--- src/rtl/countdown_timer_mmss.sv ---
// countdown_timer_mmss
// Loadable minutes:seconds down-counter clocked by the 1 Hz timebase, with a
// start/pause/done state machine, a registered minute-borrow pulse and BCD
// digit outputs for the 7-segment display path.
//
// Ports:
//   clk_1     1 Hz counting clock, all state changes on its rising edge
//   rst       asynchronous active-high reset
//   load      pulse, captures min_in/sec_in (clamped) unless running
//   min_in    minute preset, binary
//   sec_in    second preset, binary
//   start     pulse, start/pause toggle
//   clear     pulse, forces 00:00 and IDLE
//   min_cnt   current minutes, binary
//   sec_cnt   current seconds, binary
//   min_tens, min_ones, sec_tens, sec_ones   BCD digits of the counts
//   state     IDLE=00, RUN=01, PAUSE=10, DONE=11
//   bw_min    one-cycle pulse after each seconds reload on a minute borrow
//   done      level, high while in DONE
module countdown_timer_mmss #(
  parameter int unsigned MAX_MIN = 59,
  parameter int unsigned MAX_SEC = 59
) (
  input  logic       clk_1,
  input  logic       rst,
  input  logic       load,
  input  logic [6:0] min_in,
  input  logic [5:0] sec_in,
  input  logic       start,
  input  logic       clear,
  output logic [6:0] min_cnt,
  output logic [5:0] sec_cnt,
  output logic [3:0] min_tens,
  output logic [3:0] min_ones,
  output logic [3:0] sec_tens,
  output logic [3:0] sec_ones,
  output logic [1:0] state,
  output logic       bw_min,
  output logic       done
);

  localparam int unsigned MIN_W = 7;
  localparam int unsigned SEC_W = 6;
  localparam int unsigned BCD_W = 4;

  localparam logic [1:0] IDLE  = 2'b00;
  localparam logic [1:0] RUN   = 2'b01;
  localparam logic [1:0] PAUSE = 2'b10;
  localparam logic [1:0] DONE  = 2'b11;

  localparam logic [MIN_W-1:0] MIN_LIM = MIN_W'(MAX_MIN);
  localparam logic [SEC_W-1:0] SEC_LIM = SEC_W'(MAX_SEC);

  logic [1:0]       state_nxt;
  logic [MIN_W-1:0] min_nxt;
  logic [SEC_W-1:0] sec_nxt;
  logic             bw_nxt;
  logic [MIN_W-1:0] min_clamp;
  logic [SEC_W-1:0] sec_clamp;
  logic             count_zero;

  // Out-of-range presets saturate at the configured limits
  assign min_clamp  = (min_in > MIN_LIM) ? MIN_LIM : min_in;
  assign sec_clamp  = (sec_in > SEC_LIM) ? SEC_LIM : sec_in;
  assign count_zero = (min_cnt == '0) && (sec_cnt == '0);

  // State and count registers
  always_ff @(posedge clk_1 or posedge rst) begin
    if (rst) begin
      state   <= IDLE;
      min_cnt <= '0;
      sec_cnt <= '0;
      bw_min  <= 1'b0;
    end else begin
      state   <= state_nxt;
      min_cnt <= min_nxt;
      sec_cnt <= sec_nxt;
      bw_min  <= bw_nxt;
    end
  end

  // Next state / next count; priority clear > load > start > counting.
  // A load while running is ignored and also swallows a same-cycle start.
  always_comb begin
    state_nxt = state;
    min_nxt   = min_cnt;
    sec_nxt   = sec_cnt;
    bw_nxt    = 1'b0;
    if (clear) begin
      state_nxt = IDLE;
      min_nxt   = '0;
      sec_nxt   = '0;
    end else if (load && (state != RUN)) begin
      state_nxt = IDLE;
      min_nxt   = min_clamp;
      sec_nxt   = sec_clamp;
    end else if (start && !load) begin
      case (state)
        IDLE:    if (!count_zero) state_nxt = RUN;
        RUN:     state_nxt = PAUSE;
        PAUSE:   state_nxt = RUN;
        default: state_nxt = state;
      endcase
    end else if (state == RUN) begin
      if (sec_cnt != '0) begin
        sec_nxt = sec_cnt - SEC_W'(1);
        if ((min_cnt == '0) && (sec_cnt == SEC_W'(1))) state_nxt = DONE;
      end else if (min_cnt != '0) begin
        sec_nxt = SEC_LIM;
        min_nxt = min_cnt - MIN_W'(1);
        bw_nxt  = 1'b1;
      end else begin
        state_nxt = DONE;
      end
    end
  end

  assign done = (state == DONE);

  // Display digits derived directly from the binary counts
  assign min_tens = BCD_W'(min_cnt / MIN_W'(10));
  assign min_ones = BCD_W'(min_cnt % MIN_W'(10));
  assign sec_tens = BCD_W'(sec_cnt / SEC_W'(10));
  assign sec_ones = BCD_W'(sec_cnt % SEC_W'(10));

endmodule
--- config.mk ---
export PLATFORM = sky130hd
export DESIGN_NAME = countdown_timer_mmss
export DESIGN_NICKNAME = d
export VERILOG_FILES = /design/src/rtl/countdown_timer_mmss.sv
export SDC_FILE = /design/constraint.sdc
export NUM_CORES = 1
export LEC_CHECK = 0
export CAP_MARGIN = 20
export CORE_MARGIN = 5
export CORE_UTILIZATION = 43
export DETAILED_ROUTE_END_ITERATION = 7
export PLACE_DENSITY = 0.77
export SLEW_MARGIN = 0
export SYNTH_ARGS = -nofsm -noshare
export SYNTH_HDL_FRONTEND = slang
export SYNTH_SLANG_ARGS = --single-unit
export TNS_END_PERCENT = 20
--- constraint.sdc ---
create_clock -name clk_1 -period 1.9 [get_ports clk_1]
set_input_delay 0.19 -clock clk_1 [delete_from_list [all_inputs] [get_ports clk_1]]
set_output_delay 0.19 -clock clk_1 [all_outputs]
set_load 0.01 [all_outputs]
==> run_results.csv <==
group,metric,value,unit
outcome,status,"finished with violations",
outcome,violations,"negative setup slack",
detailed_routing,antenna_left,0,
finish,final_util,0.754,
floorplan,rows,23,
critical_path,end_kind,"primary output",
sta,fmax,401,MHz
min_path,hold_path.class,"in2async",
critical_path,worst_r2r_startpoint,"sec_cnt[1]",
logic_synthesis,synth_area_per_cell,7.90,µm²
finish,postLayoutCellArea,2990,µm²
logic_synthesis,syn_inst,220,
clocking,numClockSinks,16,
sta,skew,0.00508,ns
logic_synthesis,async_reset_ff_frac,1.00,
floorplan,pin_count,51,
detailed_routing,highest_layer,"met4",
logic_synthesis,seq_area_frac_synth,0.230,
critical_path,timing.critical_path.from,"min_cnt[4]",
power,power.total,0.00355,W
finish,mostFrequentLayoutCells,"buf_4, clkdlybuf4s50_1, nor2_1, dfrtp_1, nand2_1",
finish,nets,359,
clocking,insertion_delay,0.26,ns
clocking,htree_num_levels,1,
detailed_routing,totalWireLength,5.77,mm
placement,port_buffers,49,
critical_path,r2r_slack,-0.17,ns
logic_synthesis,synth_cell_type_count,61,
logic_synthesis,syn_nets,246,
critical_path,worstPathMaxFanout,4,
critical_path,cp.required,1.71,ns
clocking,clkTransAtPathRegs,0.07,ns
finish,drive_gt1_frac,0.386,
detailed_routing,routedWlPerCell,15.1,µm
detailed_routing,drc,0,
critical_path,criticalPathCategory,"reg2out",
placement,postPlaceCellArea,2760,µm²
sta,post-route-period-util,1.31,
detailed_routing,via_per_inst,5.51,
sta,period_minus_slack,2.50,ns
clocking,cts_tree,"built",
global_routing,grt_max_degree,17,
clocking,clock_path_buffers,2,
placement,gp_congestion,0.848,
detailed_routing,dr_wl_met2,3.09,mm
power,peakVddDrop,0.000644,V
sta,rsz0062_at_grt,"true",
floorplan,dieArea,5410,µm²
critical_path,start_kind,"register",
sta,finalWorstSetupSlack,-0.596,ns
logic_synthesis,synthFlopType,"dfrtp_1",
run,drv_cap,0,
global_routing,first_global_vias,2170,
global_routing,grt_pass1_wl,9.47,mm
floorplan,die_h,73.6,µm
power,p_leak,1.39,nW
sta,setup-violations-final,12,
global_routing,grt_usage,0.218,
logic_synthesis,synth_edf_count,0,
finish,diodes,0,
sta,worstMarginPinSlew,0.688,ns
logic_synthesis,yosysWarnings,0,
clocking,ctsHoldBuffers,0,
detailed_routing,dr_wl_met3,250,µm
detailed_routing,via_count,2106,
critical_path,crit_arrival,2.31,ns
floorplan,die_w,73.6,µm
global_routing,grt_overflow,0,
global_routing,antenna_found_initial,0,
sta,hold_violations,0,
critical_path,ff2ff_path_depth,8,
power,power_density,1180,nW/µm²
critical_path,r2r_end,"sec_cnt[0]",
detailed_routing,dr.pass1.iters,4,
finish,final_common_cell,"buf_4",
finish,area_growth,72.3,%
critical_path,cp-endpoint,"min_ones[2]",
floorplan,core-area,3970,µm²
floorplan,start_util,0.438,
detailed_routing,wl_met1,2.28,mm
logic_synthesis,synth_seq_cells,16,
placement,dp_hpwl,4.26,mm
clocking,cts-root-buf,"clkbuf_8",
clocking,tritoncts.num_buffers,3,
sta,relSlewSlack,0.541,
logic_synthesis,netlist_area,1740,µm²
sta,slew_violations,0,
detailed_routing,drtIter0Drc,77,
## critical path: stages, from the launching register on
cell and delay [ns]:
dfrtp_1 0.41, nor2b_4 0.15, or3_1 0.37, o21a_1 0.16, xnor2_2 0.17, ha_2 0.24
a2bb2oi_4 0.19, mux2i_2 0.22, buf_2 0.15
## synth_stat cells, types with 2 or more instances
| cell type | instances | area share |
|---|---|---|
| a211o_1 | 2 | 0.010 |
| a211oi_1 | 2 | 0.0086 |
| a21boi_0 | 4 | 0.017 |
| a21o_1 | 2 | 0.0086 |
| a21oi_1 | 6 | 0.017 |
| a22o_1 | 3 | 0.015 |
| a31oi_1 | 2 | 0.0072 |
| a32o_1 | 2 | 0.012 |
| a32oi_1 | 2 | 0.010 |
| buf_2 | 8 | 0.023 |
| buf_4 | 5 | 0.022 |
| clkbuf_1 | 4 | 0.0086 |
| dfrtp_1 | 16 | 0.23 |
| ha_1 | 8 | 0.058 |
| inv_1 | 13 | 0.028 |
| mux2i_1 | 5 | 0.029 |
| nand2_1 | 14 | 0.030 |
| nand2b_1 | 5 | 0.018 |
| nand3_1 | 5 | 0.014 |
| nor2_1 | 18 | 0.039 |
| nor2b_1 | 10 | 0.036 |
| nor3_1 | 14 | 0.040 |
| o21a_1 | 2 | 0.0086 |
| o21ai_0 | 14 | 0.040 |
| o22a_1 | 2 | 0.010 |
| o22ai_1 | 3 | 0.011 |
| o2bb2ai_1 | 2 | 0.010 |
| o31ai_1 | 5 | 0.022 |
| or3_1 | 6 | 0.022 |
| xnor2_1 | 4 | 0.020 |
| xor2_1 | 2 | 0.010 |
## logic make-up after synthesis
family	Yosys count	synth area share
fa+ha+maj	8	0.0576
xor+xnor	6	0.0302
buf+inv	30	0.0814
mux	5	0.0288
other cells	1	0.00216
flops	16	0.230
compound gates	71	0.309
simple gates	83	0.261
## flip-flops by register name (all words and copies together), names as in the netlist
| signal | flops |
|---|---|
| state | 2 |
| sec_cnt | 6 |
| bw_min | 1 |
| min_cnt | 7 |
## worst min-delay path by stage
stage,start,to,slack (ns),cells past startpoint
2_1_floorplan,rst,bw_min,0.10,1
4_1_cts,rst,min_cnt[2],0.35,2
6_report,rst,min_cnt[2],0.33,2
5_1_grt,rst,min_cnt[4],0.40,2
3_5_place_dp,sec_cnt[3],sec_cnt[3],0.58,1
3_3_place_gp,sec_cnt[3],sec_cnt[3],0.57,1
## area by class of cell
| cell class | instances | area (µm²) |
|---|---|---|
| Clock buffer | 4 | 55.1 |
| Multi-Input combinational cell | 174 | 1370 |
| Tap cell | 50 | 62.6 |
| Timing Repair Buffer | 125 | 1050 |
| Fill cell | 287 | 977 |
| Sequential cell | 16 | 402 |
| Inverter | 13 | 51.3 |
## layer usage
| layer | vias up | track usage |
|---|---|---|
| met1 | 981 | 0.260 |
| met4 | 0 | 0.0765 |
| met2 | 78 | 0.399 |
| met5 | - | 0 |
| li1 | 1026 | - |
| met3 | 21 | 0.0233 |
## per-stage QoR
step / hold slack, ns / TNS [ns] / setup WS (ns) / cells
finish: 0.326 / -2.96 / -0.596 / 382
global route: 0.402 / -4.76 / -0.714 / 382
CTS: 0.353 / -4.04 / -0.590 / 381
detailed placement: 0.577 / -5.34 / -0.761 / 372
global placement: 0.572 / -4.51 / -0.677 / 372
floorplan: 0.104 / -1.22 / -0.342 / 220
## what timing repair did
action / CTS / global route
pin swaps: 9 / 11
setup buffers: 5 / 2
endpoints found under the hold margin: 0 / 0
resized for setup: 53 / 24
endpoints found under the setup margin: 26 / 26
## report_power, final
group | internal, W | switching [W] | leakage [nW] | total (W)
logic | 0.00151 | 0.00124 | 1.15 | 0.00275
registers | 0.000408 | 0.0000646 | 0.209 | 0.000473
clock network | 0.000185 | 0.000141 | 0.0288 | 0.000325
total | 0.00210 | 0.00144 | 1.39 | 0.00355
Note: power is estimated with default switching activity, not from simulation.
